==> src/rtl/i2c_oled_master.sv <==
// Bit-level I2C write master for the SSD1306 power-up sequence: START, address, control,
// CMD_COUNT command bytes, STOP. Define I2C_NACK_RETRY_EN to retry up to 3 times on NACK.
module i2c_oled_master #(
    parameter int unsigned CLK_DIV   = 4,
    parameter int unsigned CMD_COUNT = 18
) (
    input  logic       CLK,
    input  logic       RST,
    input  logic       start,
    input  logic [6:0] slave_addr,
    input  logic       read_write,
    input  logic [7:0] control_frame,
    input  logic [7:0] reg_addr,
    input  logic       sda_in,
    output logic [3:0] state,
    output logic [4:0] command_queue,
    output logic [7:0] control_queue,
    output logic [7:0] data_queue,
    output logic       scl,
    output logic       sda_oe,
    output logic       busy,
    output logic       done,
    output logic       nack_err
);

    typedef enum logic [3:0] {
        StIdle   = 4'd0,
        StStart  = 4'd1,
        StRecog  = 4'd2,
        StWrCtrl = 4'd3,
        StWrCmd  = 4'd4,
        StAck    = 4'd7,
        StStop   = 4'd8
    } st_e;

    localparam int unsigned    DivW    = (CLK_DIV > 1) ? $clog2(CLK_DIV) : 1;
    localparam logic [DivW-1:0] DivMax = DivW'(CLK_DIV - 1);
    localparam logic [4:0]     CmdLast = 5'(CMD_COUNT - 1);

    st_e            st_q, last_q;
    logic [DivW-1:0] div_q;
    logic [1:0]     qtr_q;
    logic [2:0]     bit_q;
    logic [7:0]     shift_q;
    logic [4:0]     cmd_q;
    logic           nack_q, done_q, scl_q, sda_oe_q;
    logic           scl_d, sda_d;
    logic           tick;
`ifdef I2C_NACK_RETRY_EN
    logic [1:0]     retry_q;
    logic           restart_q;
`endif

    assign tick = (div_q == DivMax);

    // START/STOP phases each last one full bit cell (bit_q[1:0] is the phase).
    // SDA is only allowed to move once SCL is already low, one cycle after the fall.
    always_comb begin
        scl_d = 1'b1;
        sda_d = sda_oe_q;
        case (st_q)
            StIdle: begin
                scl_d = 1'b1;
                sda_d = 1'b0;
            end
            StStart: begin
                scl_d = 1'b1;
                sda_d = bit_q[1];
            end
            StRecog, StWrCtrl, StWrCmd: begin
                scl_d = qtr_q[1];
                if (!qtr_q[1] && !scl_q) sda_d = ~shift_q[7];
            end
            StAck: begin
                scl_d = qtr_q[1];
                if (!qtr_q[1] && !scl_q) sda_d = 1'b0;
            end
            StStop: begin
                if (bit_q[1:0] == 2'd0) begin
                    scl_d = 1'b0;
                    if (!scl_q) sda_d = 1'b1;
                end else begin
                    scl_d = 1'b1;
                    sda_d = (bit_q[1:0] != 2'd3);
                end
            end
            default: begin
                scl_d = 1'b1;
                sda_d = 1'b0;
            end
        endcase
    end

    always_ff @(posedge CLK or posedge RST) begin
        if (RST) begin
            st_q     <= StIdle;
            last_q   <= StIdle;
            div_q    <= '0;
            qtr_q    <= 2'd0;
            bit_q    <= 3'd0;
            shift_q  <= 8'd0;
            cmd_q    <= 5'd0;
            nack_q   <= 1'b0;
            done_q   <= 1'b0;
            scl_q    <= 1'b1;
            sda_oe_q <= 1'b0;
`ifdef I2C_NACK_RETRY_EN
            retry_q   <= 2'd0;
            restart_q <= 1'b0;
`endif
        end else begin
            scl_q    <= scl_d;
            sda_oe_q <= sda_d;
            done_q   <= 1'b0;
            if (st_q == StIdle) begin
                div_q <= '0;
                qtr_q <= 2'd0;
                bit_q <= 3'd0;
                if (start) begin
                    st_q   <= StStart;
                    cmd_q  <= 5'd0;
                    nack_q <= 1'b0;
`ifdef I2C_NACK_RETRY_EN
                    retry_q   <= 2'd0;
                    restart_q <= 1'b0;
`endif
                end
            end else begin
                div_q <= tick ? '0 : div_q + 1'b1;
                if (tick) begin
                    qtr_q <= qtr_q + 2'd1;
                    case (st_q)
                        StStart: begin
                            if (qtr_q == 2'd3) begin
                                bit_q <= bit_q + 3'd1;
                                if (bit_q[1:0] == 2'd3) begin
                                    bit_q   <= 3'd0;
                                    shift_q <= {slave_addr, read_write};
                                    st_q    <= StRecog;
                                end
                            end
                        end
                        StRecog, StWrCtrl, StWrCmd: begin
                            // Late load gives the lookup stage time to follow command_queue.
                            if (st_q == StWrCmd && bit_q == 3'd0 && qtr_q == 2'd0)
                                shift_q <= reg_addr;
                            if (qtr_q == 2'd3) begin
                                shift_q <= {shift_q[6:0], 1'b1};
                                bit_q   <= bit_q + 3'd1;
                                if (bit_q == 3'd7) begin
                                    last_q <= st_q;
                                    st_q   <= StAck;
                                end
                            end
                        end
                        StAck: begin
                            if (qtr_q == 2'd3) begin
                                if (sda_in) begin
`ifdef I2C_NACK_RETRY_EN
                                    if (retry_q != 2'd3) begin
                                        retry_q   <= retry_q + 2'd1;
                                        restart_q <= 1'b1;
                                    end else begin
                                        nack_q <= 1'b1;
                                    end
`else
                                    nack_q <= 1'b1;
`endif
                                    st_q <= StStop;
                                end else begin
                                    case (last_q)
                                        StRecog: begin
                                            shift_q <= control_frame;
                                            st_q    <= StWrCtrl;
                                        end
                                        StWrCtrl: begin
                                            cmd_q <= 5'd0;
                                            st_q  <= StWrCmd;
                                        end
                                        default: begin
                                            if (cmd_q < CmdLast) begin
                                                cmd_q <= cmd_q + 5'd1;
                                                st_q  <= StWrCmd;
                                            end else begin
                                                st_q <= StStop;
                                            end
                                        end
                                    endcase
                                end
                            end
                        end
                        StStop: begin
                            if (qtr_q == 2'd3) begin
                                bit_q <= bit_q + 3'd1;
                                if (bit_q[1:0] == 2'd3) begin
                                    bit_q <= 3'd0;
`ifdef I2C_NACK_RETRY_EN
                                    if (restart_q) begin
                                        restart_q <= 1'b0;
                                        cmd_q     <= 5'd0;
                                        st_q      <= StStart;
                                    end else begin
`else
                                    begin
`endif
                                        st_q   <= StIdle;
                                        done_q <= ~nack_q;
                                    end
                                end
                            end
                        end
                        default: st_q <= StIdle;
                    endcase
                end
            end
        end
    end

    assign state         = st_q;
    assign command_queue = cmd_q;
    assign control_queue = 8'd0;
    assign data_queue    = 8'd0;
    assign scl           = scl_q;
    assign sda_oe        = sda_oe_q;
    assign busy          = (st_q != StIdle);
    assign done          = done_q;
    assign nack_err      = nack_q;

endmodule
==> config.mk <==
export PLATFORM = sky130hd
export DESIGN_NAME = i2c_oled_master
export DESIGN_NICKNAME = d
export VERILOG_FILES = /design/src/rtl/i2c_oled_master.sv
export SDC_FILE = /design/constraint.sdc
export NUM_CORES = 1
export LEC_CHECK = 0
export BUFFER_PORTS_ARGS = -buffer_cell sky130_fd_sc_hd__buf_2
export CELL_PAD_IN_SITES_DETAIL_PLACEMENT = 0
export CELL_PAD_IN_SITES_GLOBAL_PLACEMENT = 1
export CORE_AREA = 2 2 76 97
export CTS_BUF_LIST = sky130_fd_sc_hd__clkbuf_16
export DETAILED_ROUTE_END_ITERATION = 16
export DIE_AREA = 0 0 78 99
export PLACE_DENSITY = 0.66
export SLEW_MARGIN = 20
export SYNTH_ARGS = -nofsm -noshare
export SYNTH_HDL_FRONTEND = slang
export SYNTH_SLANG_ARGS = --single-unit
==> constraint.sdc <==
create_clock -name CLK -period 6 [get_ports CLK]
set_clock_uncertainty 0.1 [all_clocks]
set_input_delay 0.6 -clock CLK [delete_from_list [all_inputs] [get_ports CLK]]
set_output_delay 0.6 -clock CLK [all_outputs]
set_load 0.05 [all_outputs]
After elaboration in Yosys (flattened, before gate mapping)
Index checks and enable logic that the tools add are counted.

Flip-flop bits (word level): 32. Output and inout port bits: 30.

Add/subtract/negate cells: 4. Magnitude comparators: 1. Equality and inequality tests: 33. Multiplexer cells: 58. Bitwise gates (word level): 3. Reductions and logical operators: 27.

Operator list (count): $mux W8 (7); $mux W4 (12); $mux W5 (7); $ne A3 B3 Y1 const B (9); $pmux W8 S3 (1); $ne A2 B2 Y1 const B (10); $reduce_and A9 Y1 (2); $eq A4 B2 Y1 const B (4); $mux W1 (16); $pmux W4 S4 (1); $mux W3 (5); $pmux W5 S2 (1); $reduce_and A5 Y1 (2); $reduce_bool A3 Y1 (3); $eq A4 B3 Y1 const B (2); $mux W2 (4); $pmux W4 S2 (1); $reduce_bool A2 Y1 (4); $reduce_and A7 Y1 (1); $eq A2 B2 Y1 const B (3); $pmux W3 S2 (1); $add A5 B1 Y5 const B (1); $lt A5 B5 Y1 const B (1); $add A2 B1 Y2 const B (2); 20 further kinds (26).

Depth between registers and ports, before layout
Depth in word-level cells: 8. Mapped depth: 8. Gate-level depth less buffers: 7.

Worst setup path before layout
Ideal clock, no wire load.

Kind: register -> register. From: register st_q[3], in the netlist state[3]. To: register st_q[1], in the netlist state[1]. Library setup time: 125 ps. Arrival: 2361 ps. Data required time: 5775 ps. Setup slack: 3414 ps. Stages on the path, launching flop included: 7. Buffers on the path: 1. Cell sequence: dfrtp_1 -> buf_2 -> nor4_4 -> inv_1 -> a21boi_4 -> a2111oi_4 -> mux2_4.

Cells in the longest elaborated chain, start to end: 5. Elaborated cells between the ends (all ways): 21.

Ends and longest elaborated chain: start, declared (RTL line 40) `st_e st_q, last_q;`; start signal, assigned (RTL line 96) `st_q <= StIdle;`; start signal, assigned (RTL line 120) `st_q <= StStart;`; start signal, assigned (RTL line 139) `st_q <= StRecog;`; $eq A4 B3 Y1 / $eq A4 B2 Y1 (equally long branches) (RTL line 132) `case (st_q)`; $reduce_or A3 Y1 (RTL line 132); $pmux W4 S4 (RTL line 132); $mux W4 (RTL line 130) `if (tick) begin`; $mux W4 (RTL line 115) `if (st_q == StIdle) begin`.

Parallel ways exist; a longest one is shown, timed or not. The select of a mux whose other input is x is not followed. A chain may end at the register's enable or synchronous reset.

Final worst setup path
From: register st_q[1], in the netlist state[1]. To: output port busy.

Cells in the longest elaborated chain, start to end: 1.

Ends and longest elaborated chain: $reduce_bool A4 Y1 (RTL line 225) `assign busy = (st_q != StIdle);`; end, declared (RTL line 21) `output logic busy,`.

Every way passes these cells.

==> results.yml <==
grt:
  globalRouteTotalUtil_pct: 13.86
  grt_pass1_wl_mm: 8.404
  grt-ovfl-total: 0
  grt_max_degree: 33
  first_global_vias: 1722
  antenna_found_initial: 0
timing:
  period_minus_slack_ns: 2.873
  slew-limit-headroom_pct: 38.30
  final-max-slew-violation-count: 0
  hold_viol_final: 0
  holdWs_ns: 0.3010
  fmax_ghz: 0.3481
  tightest_slew_ns: 0.9236
  rsz0062_at_grt: "false"
  setup-tns-final_ns: 0
  finalCritPeriodShare_pct: 47.88
  setup_violations: 0
final_layout:
  finalNonFillerCells: 349
  multi_input_area_sq_um: 1211
  insertedDiodeCount: 0
  fin_nets: 294
  finish.utilization_pct: 37.08
  layout_common_cells: "41 x buf_2, 31 x dfrtp_1, 19 x nor2_1, 16 x conb_1, 15 x inv_1"
  area_delta_synth_final_pct: 15.19
  drive_gt1_share_pct: 27.41
  final_common_cell: "buf_2"
  regArea_sq_um: 802.0
  nFillCells: 709
drt:
  vias_per_cell: 4.883
  vias: 1704
  drt_wl_total_mm: 4.919
  ant_nets: 0
  wl_per_cell_um: 14.09
  drt_iter0_drc: 70
  firstDrtPassIters: 4
  drc: 0
floorplan:
  core_sq_um: 6807
  io_pins: 58
  dieArea_sq_um: 7722
  fp-row-count: 34
  fp.dieH_um: 99
  fp.dieW_um: 78
  start_util_pct: 32.19
setup_path:
  worstSetupEndpointType: "output pin"
  crit_fanout: 21
  r2r_start: "qtr_q[0]"
  crit_arrival_ns: 2.17
  ff2ff_path_depth: 6
  start_kind: "flop"
  crit_required_ns: 5.30
  worstSetupPathType: "flop to output pin"
  crit_start: "state[1]"
place:
  dp.cells: 341
  dp_hpwl_mm: 3.542
  io_buffers: 41
  gp_congestion: 0.7690
power:
  p_total_w: 0.001182
  ir_worst_vdd_mv: 0.1559
  p_leak_nw: 1.195
  power.density_nw_per_um2: 468.4
cts:
  clock_path_buffers: 2
  hold_buffers: 0
  ctsResizeCount: 0
  post_cts_buffers: 0
  worstSkewPairLatency_ns: 0.27
  cts_buffers: 5
  cts_sinks: 32
  cts_root_buffer: "clkbuf_16"
  cts-htree-levels: 2
  cts_tree: "built"
  clkTransAtPathRegs_ns: 0.05
logic_synthesis:
  async_flop_share_pct: 100.0
  yosysSeqAreaShare_pct: 36.61
  ys_types: 53
  ys_ff_latch: 32
  synthFlopType: "dfrtp_1"
  netlist_area_sq_um: 2191
  syn_avg_cell_area_sq_um: 9.869
  yosys_warnings: 0
  netlist_instances: 222
  synth_edf_count: 0
flow_run:
  maxCapViolCount: 0
status:
  status: "completed"
hold_path:
  hold_path_class: "primary input to async pin"
-- worst max-delay path, cell delays in order, from the launching register on --
cell and delay, ns:
dfrtp_1 0.62, nor4_4 0.66, inv_1 0.31, buf_2 0.29
-- cells in the mapped netlist (all sizes together), types with 4 or more instances --
master  number  area (sq um)
mux2i        9         90.09
nand3        6         30.03
dfrtp       31         775.7
nor4         4         40.04
nor2        19         71.32
clkbuf       5         18.77
nand2        8         32.54
a21oi        5         25.02
o21ai       13         65.06
a221o        8         80.08
buf         23         166.4
ha           8         100.1
mux2        14         172.7
inv         13         48.80
and3         4         25.02
nor2b        5         31.28
-- final cells by class --
type / count / share of cell area [%]
Multi-Input combinational cell: 164 / 47.99
Sequential cell: 32 / 31.78
Timing Repair Buffer: 42 / 8.428
Clock buffer: 5 / 4.958
Tap cell: 90 / 4.462
Inverter: 13 / 1.934
Clock inverter: 3 / 0.4462
-- routing by layer --
metal / share of wire, % / global-route usage (%) / vias up / routed length [um]
met5: 0 / 0 / - / 0
met4: 1.8 / 6.208 / 0 / 87
met3: 4.0 / 3.388 / 7 / 199
met2: 49 / 22.55 / 45 / 2426
met1: 45 / 17.35 / 808 / 2206
li1: - / - / 844 / -
-- where the power goes --
group | internal [W] | switching [W] | leakage [nW]
logic | 0.000234 | 0.000351 | 0.696
registers | 0.000272 | 0.0000899 | 0.426
clock network | 0.000149 | 0.0000862 | 0.0738
total | 0.000655 | 0.000527 | 1.20
-- final timing paths --
kind / endpoint / slack (ns)
hold reg to reg: div_q[0] / 0.34
setup reg to reg: bit_q[2] / 3.21
max in group asynchronous: scl / 5.18
hold / removal: shift_q[0] / 0.30
setup / recovery: busy / 3.13
min in group CLK: div_q[0] / 0.34
-- cell families (layout without fill, tap and decap cells) --
logic type,count (synthesis),after routing,synth area share [%]
DFF,32,32,36.61
buffers and inverters,41,63,10.68
xor gates and xnor gates,3,3,1.200
and+or+nand+nor,65,65,16.90
other,1,16,0.1712
adders and majority gates,9,9,5.026
muxes,23,23,11.99
AOI/OAI and AO/OA,48,48,17.42
-- per-stage QoR --
step / worst slack [ns] / area (sq um)
global placement: 3.182 / 2387
global route: 2.868 / 2524
detailed placement: 3.204 / 2387
floorplan: 3.414 / 2247
CTS: 3.072 / 2524
finish: 3.127 / 2524
-- flip-flops by register name, summed over array words and instances, names as in the netlist --
| name | count |
|---|---|
| bit_q | 3 |
| last_q | 4 |
| qtr_q | 2 |
| command_queue | 5 |
| scl | 1 |
| div_q | 2 |
| nack_err | 1 |
| state | 4 |
| done | 1 |
| shift_q | 8 |
| sda_oe | 1 |
No activity file was read; power rests on OpenSTA's default activity.
